**config.mk**
```make
export PLATFORM = sky130hd
export DESIGN_NAME = id_ex_operand_stage
export DESIGN_NICKNAME = d
export VERILOG_FILES = /design/src/rtl/id_ex_operand_stage.sv
export SDC_FILE = /design/constraint.sdc
export NUM_CORES = 1
export LEC_CHECK = 0
export CAP_MARGIN = 20
export CELL_PAD_IN_SITES_DETAIL_PLACEMENT = 1
export CELL_PAD_IN_SITES_GLOBAL_PLACEMENT = 2
export CORE_MARGIN = 4
export CORE_UTILIZATION = 24
export DETAILED_ROUTE_END_ITERATION = 7
export PLACE_DENSITY_LB_ADDON = 0.1
export RECOVER_POWER = 50
export SLEW_MARGIN = 10
export SYNTH_ARGS = -nofsm -noshare
export SYNTH_HDL_FRONTEND = slang
export SYNTH_SLANG_ARGS = --single-unit
```
**constraint.sdc**
```tcl
create_clock -name clk -period 4.4 [get_ports clk]
set_clock_uncertainty 0.1 [all_clocks]
set_input_delay 1.1 -clock clk [delete_from_list [all_inputs] [get_ports clk]]
set_output_delay 1.1 -clock clk [all_outputs]
set_load 0.1 [all_outputs]
```
**src/rtl/id_ex_operand_stage.sv**
```systemverilog
// ID/EX pipeline register with MEM/WB operand forwarding and load-use hazard detection.
// Drives the ALU operands, the operation and the forwarded store data from registered state.
module id_ex_operand_stage #(
  parameter int DATA_WIDTH    = 32,
  parameter int OPCODE_LENGTH = 4,
  parameter int REG_ADDR      = 5
) (
  input  logic                     clk,
  input  logic                     reset,
  input  logic                     id_valid,
  input  logic [DATA_WIDTH-1:0]    id_pc,
  input  logic [DATA_WIDTH-1:0]    id_rs1_data,
  input  logic [DATA_WIDTH-1:0]    id_rs2_data,
  input  logic [DATA_WIDTH-1:0]    id_imm,
  input  logic [REG_ADDR-1:0]      id_rs1,
  input  logic [REG_ADDR-1:0]      id_rs2,
  input  logic [REG_ADDR-1:0]      id_rd,
  input  logic                     id_uses_rs1,
  input  logic                     id_uses_rs2,
  input  logic [OPCODE_LENGTH-1:0] id_alu_op,
  input  logic                     id_src_a_pc,
  input  logic                     id_src_b_imm,
  input  logic                     id_reg_write,
  input  logic                     id_mem_read,
  input  logic                     id_mem_write,
  input  logic                     mem_reg_write,
  input  logic [REG_ADDR-1:0]      mem_rd,
  input  logic [DATA_WIDTH-1:0]    mem_result,
  input  logic                     wb_reg_write,
  input  logic [REG_ADDR-1:0]      wb_rd,
  input  logic [DATA_WIDTH-1:0]    wb_result,
  input  logic                     flush,
  input  logic                     ex_hold,
  output logic [DATA_WIDTH-1:0]    SrcA,
  output logic [DATA_WIDTH-1:0]    SrcB,
  output logic [OPCODE_LENGTH-1:0] Operation,
  output logic [DATA_WIDTH-1:0]    store_data,
  output logic [DATA_WIDTH-1:0]    ex_pc,
  output logic [REG_ADDR-1:0]      ex_rd,
  output logic                     ex_valid,
  output logic                     ex_reg_write,
  output logic                     ex_mem_read,
  output logic                     ex_mem_write,
  output logic                     stall_out
);

  typedef struct packed {
    logic                     valid;
    logic [DATA_WIDTH-1:0]    pc;
    logic [DATA_WIDTH-1:0]    rs1_data;
    logic [DATA_WIDTH-1:0]    rs2_data;
    logic [DATA_WIDTH-1:0]    imm;
    logic [REG_ADDR-1:0]      rs1;
    logic [REG_ADDR-1:0]      rs2;
    logic [REG_ADDR-1:0]      rd;
    logic [OPCODE_LENGTH-1:0] alu_op;
    logic                     src_a_pc;
    logic                     src_b_imm;
    logic                     reg_write;
    logic                     mem_read;
    logic                     mem_write;
  } ex_t;

  ex_t ex_q;
  ex_t ex_d;

  logic [DATA_WIDTH-1:0] fwd_rs1_s;
  logic [DATA_WIDTH-1:0] fwd_rs2_s;
  logic                  load_use_s;

  // Forwarding muxes: MEM beats WB, and x0 is never forwarded.
  always_comb begin
    fwd_rs1_s = ex_q.rs1_data;
    fwd_rs2_s = ex_q.rs2_data;
    if (mem_reg_write && (mem_rd == ex_q.rs1) && (ex_q.rs1 != {REG_ADDR{1'b0}})) begin
      fwd_rs1_s = mem_result;
    end else if (wb_reg_write && (wb_rd == ex_q.rs1) && (ex_q.rs1 != {REG_ADDR{1'b0}})) begin
      fwd_rs1_s = wb_result;
    end else begin
      fwd_rs1_s = ex_q.rs1_data;
    end
    if (mem_reg_write && (mem_rd == ex_q.rs2) && (ex_q.rs2 != {REG_ADDR{1'b0}})) begin
      fwd_rs2_s = mem_result;
    end else if (wb_reg_write && (wb_rd == ex_q.rs2) && (ex_q.rs2 != {REG_ADDR{1'b0}})) begin
      fwd_rs2_s = wb_result;
    end else begin
      fwd_rs2_s = ex_q.rs2_data;
    end
  end

  // Load-use hazard and upstream stall request.
  always_comb begin
    load_use_s = ex_q.valid && ex_q.mem_read && (ex_q.rd != {REG_ADDR{1'b0}}) && id_valid &&
                 ((id_uses_rs1 && (id_rs1 == ex_q.rd)) || (id_uses_rs2 && (id_rs2 == ex_q.rd)));
    stall_out  = (load_use_s || ex_hold) && !flush;
  end

  // Next-state selection: flush > hold > load-use bubble > capture.
  always_comb begin
    ex_d = ex_q;
    if (flush) begin
      ex_d = '0;
    end else if (ex_hold) begin
      // Refresh operand data so a WB value retiring mid-hold is not lost.
      ex_d.rs1_data = fwd_rs1_s;
      ex_d.rs2_data = fwd_rs2_s;
    end else if (load_use_s) begin
      ex_d = '0;
    end else if (id_valid) begin
      ex_d.valid     = 1'b1;
      ex_d.pc        = id_pc;
      ex_d.rs1_data  = id_rs1_data;
      ex_d.rs2_data  = id_rs2_data;
      ex_d.imm       = id_imm;
      ex_d.rs1       = id_rs1;
      ex_d.rs2       = id_rs2;
      ex_d.rd        = id_rd;
      ex_d.alu_op    = id_alu_op;
      ex_d.src_a_pc  = id_src_a_pc;
      ex_d.src_b_imm = id_src_b_imm;
      ex_d.reg_write = id_reg_write;
      ex_d.mem_read  = id_mem_read;
      ex_d.mem_write = id_mem_write;
    end else begin
      ex_d = '0;
    end
  end

  // EX pipeline register.
  always_ff @(posedge clk) begin
    if (reset) begin
      ex_q <= '0;
    end else begin
      ex_q <= ex_d;
    end
  end

  // Operand select and registered control outputs.
  always_comb begin
    SrcA         = ex_q.src_a_pc ? ex_q.pc : fwd_rs1_s;
    SrcB         = ex_q.src_b_imm ? ex_q.imm : fwd_rs2_s;
    store_data   = fwd_rs2_s;
    Operation    = ex_q.alu_op;
    ex_pc        = ex_q.pc;
    ex_rd        = ex_q.rd;
    ex_valid     = ex_q.valid;
    ex_reg_write = ex_q.reg_write;
    ex_mem_read  = ex_q.mem_read;
    ex_mem_write = ex_q.mem_write;
  end

endmodule
```
Yosys cells after proc, flatten, opt, wreduce, memory -nomap -nowiden

Index checks and enable logic that the tools add are counted.

Add/subtract/negate cells: 0
Multipliers: 0
Divide/modulo/power cells: 0
$lt $le $gt $ge: 0
Equality and inequality tests: 6
Shifts and indexed selects: 0
Mux-type cells: 9
Bitwise operators: 0
Reduce and logical (&&, ||, !) cells: 22

Operator list:

| operator            | number |
|---|---|
| two-way mux 153 bit | 2 |
| two-way mux 32 bit  | 6 |
| two-way mux 64 bit  | 1 |
| == test 5 bit       | 6 |
| logical AND 1 bit   | 15 |
| nonzero test 5 bit  | 3 |
| logical OR 1 bit    | 2 |
| OR reduction 2 bit  | 1 |
| zero test 1 bit     | 1 |

Flip-flop bits (word level): 153
Latch bits: 0
Bits in writable memories: 0
Bits in read-only memories: 0
Input bits: 235
Logic and storage cells: 51
Memories kept: 0

Depth between registers and ports, before layout

Gate-level depths: netlist (run 1).

Depth in word-level cells: 6
Mapped depth: 8
Mapped depth without buffers: 5

Worst setup path after synthesis (run 1)

Ideal clock, no wire load.

Path kind: input-to-output
Start point: in wb_rd[4]
End point: out SrcA[10]
Data arrival time: 4.554 ns
Required time: 3.200 ns
Slack: -1.354 ns
Stages: 7
Buffers on the path: 2
Cells stage by stage: xor2_1 > nor4_1 > nor2b_1 > clkbuf_1 > clkbuf_1 > a221oi_1 > o31ai_1

Longest elaborated chain between the ends: 6

RTL lines:

| what                            | line | text |
|---|---|---|
| from (decl)                     | 30   | `input logic [REG_ADDR-1:0] wb_rd,` |
| == test 5 bit                   | 77   | `end else if (wb_reg_write && (wb_rd == ex_q.rs1) && (ex_q.rs1 != {REG_ADDR{1'b0}})) begin` |
| logical AND 1 bit (2 in series) | 77   |  |
| two-way mux 32 bit              | 77   |  |
| two-way mux 32 bit              | 75   | `if (mem_reg_write && (mem_rd == ex_q.rs1) && (ex_q.rs1 != {REG_ADDR{1'b0}})) begin` |
| two-way mux 32 bit              | 140  | `SrcA = ex_q.src_a_pc ? ex_q.pc : fwd_rs1_s;` |
| to (decl)                       | 34   | `output logic [DATA_WIDTH-1:0] SrcA,` |

No other way between the ends.

Worst setup path in the final report (run 1)

Start point: in wb_rd[0]
End point: out SrcA[12]

Same word-level chain as after synthesis.

==> flow_metrics.py, run 1 <==
metrics = {
    "run_status": {
        "status": "finished, violations left",
        "violations": "capacitance limit, slew limit",
    },
    "grt": {
        "antenna_found_initial": 10,
        "grt_max_degree": 128,
        "grt.total_usage": 0.209,
        "grt_first_pass_wirelength_um": 61300,
        "grt_overflow": 0,
        "grt_pass1_vias": 9521,
    },
    "final_layout": {
        "instances_no_fill": 1751,
        "drive_above_1_share": 0.351,
        "utilization": 0.472,
        "fin_area_mm2": 0.0160,
        "final_nets": 1521,
        "area_growth_pct": 92.8,
    },
    "synth": {
        "avgSynthCellArea_um2": 9.37,
        "syn-num-nets": 1118,
        "async_reset_ff_frac": 0,
        "synth_cell_types": 41,
        "ys_seq_elements": 153,
        "yosysSeqAreaShare": 0.370,
        "synth_area_mm2": 0.00828,
        "synth_edf_count": 0,
        "yosys_warnings": 0,
        "netlist_instances": 883,
        "synth-main-ff-cell": "dfxtp_1",
    },
    "routing": {
        "dr.pass1.iters": 4,
        "wl_um": 41000,
        "wl_per_cell_um": 23.4,
        "detail-route-antenna-nets": 0,
        "drc": 0,
        "route.vias.total": 8616,
        "avgViaCountPerCell": 4.92,
        "dr.first_iter.drc_count": 327,
    },
    "sta": {
        "setup_ws_ps": 104,
        "fin_tns_setup_ps": 0,
        "finalHoldViolCount": 0,
        "finalSetupViolations": 0,
        "fmax_mhz": 233,
        "worst_hold_slack_ps": 370,
        "slew_headroom": -0.0810,
        "rsz0062_at_grt": "false",
        "worst_pin_slew_ps": 1620,
        "final_max_slew_viol_count": 128,
        "fin_crit_sh": 0.976,
        "fin_crit_ps": 4300,
    },
    "pwr": {
        "power_mw": 3.96,
        "vdd_drop_max_mv": 0.268,
        "p_leak_nw": 5.93,
        "power.density_mw_per_mm2": 248,
    },
    "setup_path": {
        "crit_type": "primary input to output port",
        "rrSetupSlack_ps": 780,
        "startpoint_type": "primary input",
        "worstPathMaxFanout": 6,
        "regToRegStartpoint": "ex_rd[4]$_SDFFE_PP0N_",
        "cp_num_buf_inv": 6,
        "reg2reg_depth": 5,
        "crit_top_cell": "buf_12",
        "crit_slowest_cell": "nor4_2",
        "crit_chain": "clkbuf_2 > xor2_2 > nor4_2 > buf_4 > nand4bb_4 > buf_12 > buf_12 > a221oi_4 > buf_6 > o31ai_4 > buf_12",
        "end_kind": "output port",
        "crit_path_max_incr_delay_ps": 300,
        "worstPathRequired_ps": 3200,
        "crit_arrival_ps": 3100,
        "path_delay_family": "buffers and inverters",
        "r2r_end": "ex_q[68]$_SDFF_PP0_",
    },
    "min_path": {
        "hp-class": "flop to flop",
        "whs_path_depth": 1,
        "min-delay-start": "Operation[1]$_SDFFE_PP0N_",
        "min_to": "Operation[1]$_SDFFE_PP0N_",
    },
    "placement": {
        "gp_congestion": 0.756,
        "port_buffers": 376,
        "place_inst": 1697,
        "dp_hpwl_um": 29000,
        "post_dp_cell_area_mm2": 0.0146,
        "pre_cts_ws_ps": -376,
    },
    "clock_tree": {
        "cts_sinks": 153,
        "numCtsBuffers": 17,
        "ctsHoldBuffers": 0,
        "cts_tree": "done",
        "root_buffer": "clkbuf_16",
        "clk_latency_ps": 440,
        "path_clk_slew_ps": 60,
        "clock_path_buffers": 2,
        "h-tree-depth": 4,
    },
    "die": {
        "die_h_um": 194,
        "std_cell_rows": 67,
        "core-area_mm2": 0.0338,
        "die_w_um": 194,
        "num_io_pins": 377,
        "dieArea_mm2": 0.0375,
        "start_util": 0.245,
    },
    "flow_run": {
        "drv_cap": 1,
    },
}
## kinds of logic after synthesis
group                  Yosys count  synth area share
XOR/XNOR                        30            0.0317
buffers and inverters          133            0.0896
AO/OA/AOI/OAI                  321             0.351
multiplexers                    32            0.0435
AND/OR/NAND/NOR                214             0.114
flip-flops                     153             0.370
## cell type report
class | count | area, um^2
Clock inverter | 13 | 176
Timing Repair Buffer | 516 | 6150
Sequential cell | 153 | 3070
Fill cell | 3551 | 17800
Tap cell | 448 | 561
Inverter | 1 | 3.75
Clock buffer | 19 | 443
Antenna cell | 4 | 10.0
Multi-Input combinational cell | 597 | 5550
## layout by cell type (no fill, tap or decap), drive strengths merged, types with 6 or more instances in the layout
master,instances
mux2,32
buf,237
a22o,120
a221oi,32
a31oi,32
nor3,33
nand3,34
clkdlybuf4s50,223
xor2,8
o2bb2ai,32
clkinv,6
nand2,66
nor2,67
dfxtp,153
o21ai,64
dlygate4sd3,46
clkbuf,23
xnor2,22
o31ai,32
## what timing repair did
action,in CTS,in global routing
hold endpoints to repair,0,0
endpoints found under the setup margin,96,94
cloned,4,4
resized for setup,98,16
pin swaps,20,6
buffers inserted,10,2
## metal layers
layer,wire (um),part of all wire,GRT usage,up-vias
li1,-,-,-,4108
met1,17400,0.43,0.257,4240
met2,20100,0.49,0.359,231
met3,2890,0.071,0.0685,27
met4,444,0.011,0.0451,10
met5,67,0.0016,0,-
## synth_stat cells (2+ instances only)
library cell / number / area share
a221oi_1: 32 / 0.034
a22o_1: 120 / 0.13
a31oi_1: 2 / 0.0015
a31oi_4: 30 / 0.077
buf_12: 3 / 0.0073
buf_2: 26 / 0.016
buf_4: 41 / 0.037
clkbuf_1: 60 / 0.027
dfxtp_1: 153 / 0.37
mux2_2: 32 / 0.044
nand2_1: 66 / 0.030
nand3_1: 34 / 0.021
nand4_1: 4 / 0.0030
nor2_1: 67 / 0.030
nor3_1: 33 / 0.020
o211ai_2: 2 / 0.0030
o21ai_0: 32 / 0.019
o21ai_1: 32 / 0.019
o2bb2ai_1: 32 / 0.034
o31ai_1: 32 / 0.029
or2_1: 2 / 0.0015
xnor2_1: 22 / 0.023
xor2_1: 8 / 0.0085
## worst reg2reg max path: stages (launching register included)
cell and delay [ps]:
dfxtp_1 370, or3_1 390, o311a_1 350, a21oi_4 630, buf_4 1270, a22o_1 460
## registers in the layout, indices dropped and copies added (netlist names)
register	cells
ex_pc	32
Operation	4
ex_mem_read	1
ex_mem_write	1
ex_rd	5
ex_valid	1
ex_q	108
ex_reg_write	1
## worst max-delay path by stage
stage	startpoint	to	slack (ps)	cells after the start
2_1_floorplan	wb_rd[1]	SrcB[30]	-60	6
3_3_place_gp	wb_rd[1]	SrcB[17]	-320	8
3_5_place_dp	wb_rd[1]	SrcB[17]	-380	8
4_1_cts	mem_rd[4]	SrcB[16]	3	9
5_1_grt	mem_rd[2]	SrcB[26]	2	9
6_report	wb_rd[0]	SrcA[12]	100	11
## where the power goes
part	leakage, nW	internal (mW)	total (mW)	switching, mW
clock	0.299	0.960	1.61	0.653
sequential	1.24	1.41	1.44	0.0246
combinational	4.39	0.421	0.907	0.486
total	5.93	2.79	3.96	1.16
(Power assumes the default switching activity.)
==> inputs of run 2 (changes only) <==
CORE_MARGIN = not set   (was 4)
==> run 2 against run 1 <==
  * The flow still finishes with violations (capacitance limit, slew limit)
  * Clock power decreased by 9%
  * Sequential share of layout area barely moved
  * Non-clock buffer count is 11 higher
  * Power is 3.6% lower
  * Die area fell by 6.1%
  * Via count increased by 1.9%
  * Worst setup slack got worse by 47 ps
==> flow_metrics.py, run 2 (synthesized netlist as in run 1, its figures left out) <==
metrics = {
    "sta": {
        "worst_pin_slew_ps": 1920,
        "fin_tns_setup_ps": 0,
        "slew_headroom": -0.277,
        "fin_crit_ps": 4340,
        "finalHoldViolCount": 0,
        "fmax_mhz": 230,
        "rsz0062_at_grt": "true",
        "worst_hold_slack_ps": 374,
        "setup_ws_ps": 57.0,
        "finalSetupViolations": 0,
        "final_max_slew_viol_count": 155,
        "fin_crit_sh": 0.987,
    },
    "setup_path": {
        "crit_chain": "clkdlybuf4s15_2 > xor2_1 > nor4_4 > buf_4 > nand4bb_4 > buf_12 > buf_8 > a221oi_1 > buf_4 > o31ai_4 > buf_12",
        "crit_slowest_cell": "nor4_4",
        "reg2reg_depth": 5,
        "crit_type": "primary input to output port",
        "regToRegStartpoint": "ex_rd[4]$_SDFFE_PP0N_",
        "worstPathMaxFanout": 10,
        "crit_path_max_incr_delay_ps": 310,
        "r2r_end": "ex_q[69]$_SDFF_PP0_",
        "startpoint_type": "primary input",
        "worstPathRequired_ps": 3200,
        "end_kind": "output port",
        "cp_num_buf_inv": 6,
        "rrSetupSlack_ps": 1200,
        "path_delay_family": "buffers and inverters",
        "crit_arrival_ps": 3140,
    },
    "grt": {
        "grt_first_pass_wirelength_um": 60400,
        "grt_overflow": 0,
        "grt_pass1_vias": 9521,
        "grt.total_usage": 0.226,
        "grt_max_degree": 113,
        "antenna_found_initial": 5,
    },
    "die": {
        "num_io_pins": 377,
        "die_h_um": 188,
        "start_util": 0.246,
        "core-area_mm2": 0.0337,
        "dieArea_mm2": 0.0352,
        "std_cell_rows": 67,
        "die_w_um": 188,
    },
    "placement": {
        "dp_hpwl_um": 28700,
        "gp_congestion": 0.786,
        "pre_cts_ws_ps": -343,
        "port_buffers": 376,
    },
    "routing": {
        "dr.pass1.iters": 4,
        "detail-route-antenna-nets": 0,
        "drc": 0,
        "dr.first_iter.drc_count": 272,
        "wl_per_cell_um": 22.8,
        "avgViaCountPerCell": 4.99,
        "wl_um": 40100,
        "route.vias.total": 8781,
    },
    "run_status": {
        "violations": "capacitance limit, slew limit",
        "status": "finished, violations left",
    },
    "clock_tree": {
        "cts_tree": "done",
        "cts_sinks": 153,
        "clock_path_buffers": 2,
        "path_clk_slew_ps": 70,
        "numCtsBuffers": 17,
        "clk_latency_ps": 450,
        "root_buffer": "clkbuf_16",
        "h-tree-depth": 4,
    },
    "final_layout": {
        "drive_above_1_share": 0.351,
        "final_common_cell": "clkdlybuf4s50_1",
        "largest_reg_flops": 108,
        "regMostFlops": "ex_q",
        "mostFrequentLayoutCells": "268 x clkdlybuf4s50_1, 151 x dfxtp_1, 120 x a22o_1, 120 x buf_4, 115 x buf_12",
        "final_nets": 1532,
        "area_growth_pct": 92.7,
    },
    "min_path": {
        "hp-class": "flop to flop",
        "min_to": "ex_q[45]$_SDFFE_PP0N_",
        "whs_path_depth": 1,
        "min-delay-start": "ex_q[45]$_SDFFE_PP0N_",
    },
    "pwr": {
        "power_mw": 3.81,
        "combPwrFrac": 0.240,
        "p_leak_nw": 5.82,
        "intPower_mw": 2.63,
        "switchingPower_mw": 1.18,
        "power.density_mw_per_mm2": 239,
        "p_sw_frac": 0.310,
        "vdd_drop_max_mv": 0.280,
        "clock_power_share": 0.383,
        "p_seq_frac": 0.378,
    },
    "flow_run": {
        "drv_cap": 2,
    },
}
run 2: metrics by stage:
step	instance area, um^2	utilization	instances
final	16000	0.473	1761
after global placement	14700	0.436	1711
after floorplan	8860	-	883
after detailed placement	14700	0.436	1711
after global routing	16000	0.473	1761
after CTS	15800	0.468	1753
run 2: worst max path at each step:
| stage | depth (start not counted) | endpoint | start | slack [ps] |
|---|---|---|---|---|
| 3_3_place_gp | 8 | SrcB[12] | wb_rd[1] | -320 |
| 2_1_floorplan | 6 | SrcB[30] | wb_rd[1] | -60 |
| 3_5_place_dp | 8 | SrcB[8] | wb_rd[1] | -340 |
| 6_report | 11 | SrcA[7] | wb_rd[0] | 60 |
| 4_1_cts | 10 | SrcA[31] | wb_rd[3] | -20 |
| 5_1_grt | 11 | SrcA[3] | wb_rd[0] | -7 |
run 2: final cells by class:
cell class              instances  area, um^2
diodes                          3        7.51
clock buffers                  21         450
clock inverters                11         100
fillers                      3643       17700
inverters                       1        3.75
multi-input cells             597        5550
flip-flops and latches        153        3070
well taps                     448         561
repair buffers                527        6220
run 2: worst register-to-register path, stage by stage, from the launching register on:
cell      delay (ps)
dfxtp_1          370
or3_1            390
o311a_1          350
a21oi_4          160
clkbuf_2        1320
a22o_1           460
run 2: timing repair:
item / CTS / global route
hold endpoints to repair: 0 / 0
gates cloned: 4 / 1
hold buffers: 0 / 0
setup endpoints to repair: 96 / 95
resized for setup: 79 / 27
pin swaps: 21 / 20
buffers inserted: 8 / 4
run 2: metal layers:
metal | up-vias | routed length, um | track usage
li1 | 4131 | - | -
met1 | 4336 | 17900 | 0.282
met2 | 266 | 18700 | 0.369
met3 | 44 | 2720 | 0.0719
met4 | 4 | 728 | 0.0691
met5 | - | 31 | 0
run 2: power by group through the flow:
stage	combinational [mW]	clock, mW	sequential [mW]
final	0.914	1.46	1.44
after global routing	0.954	1.56	1.44
after CTS	0.912	1.51	1.44
after detailed placement	0.894	0	1.47
after global placement	0.888	0	1.47
after floorplan	0.435	0	1.46
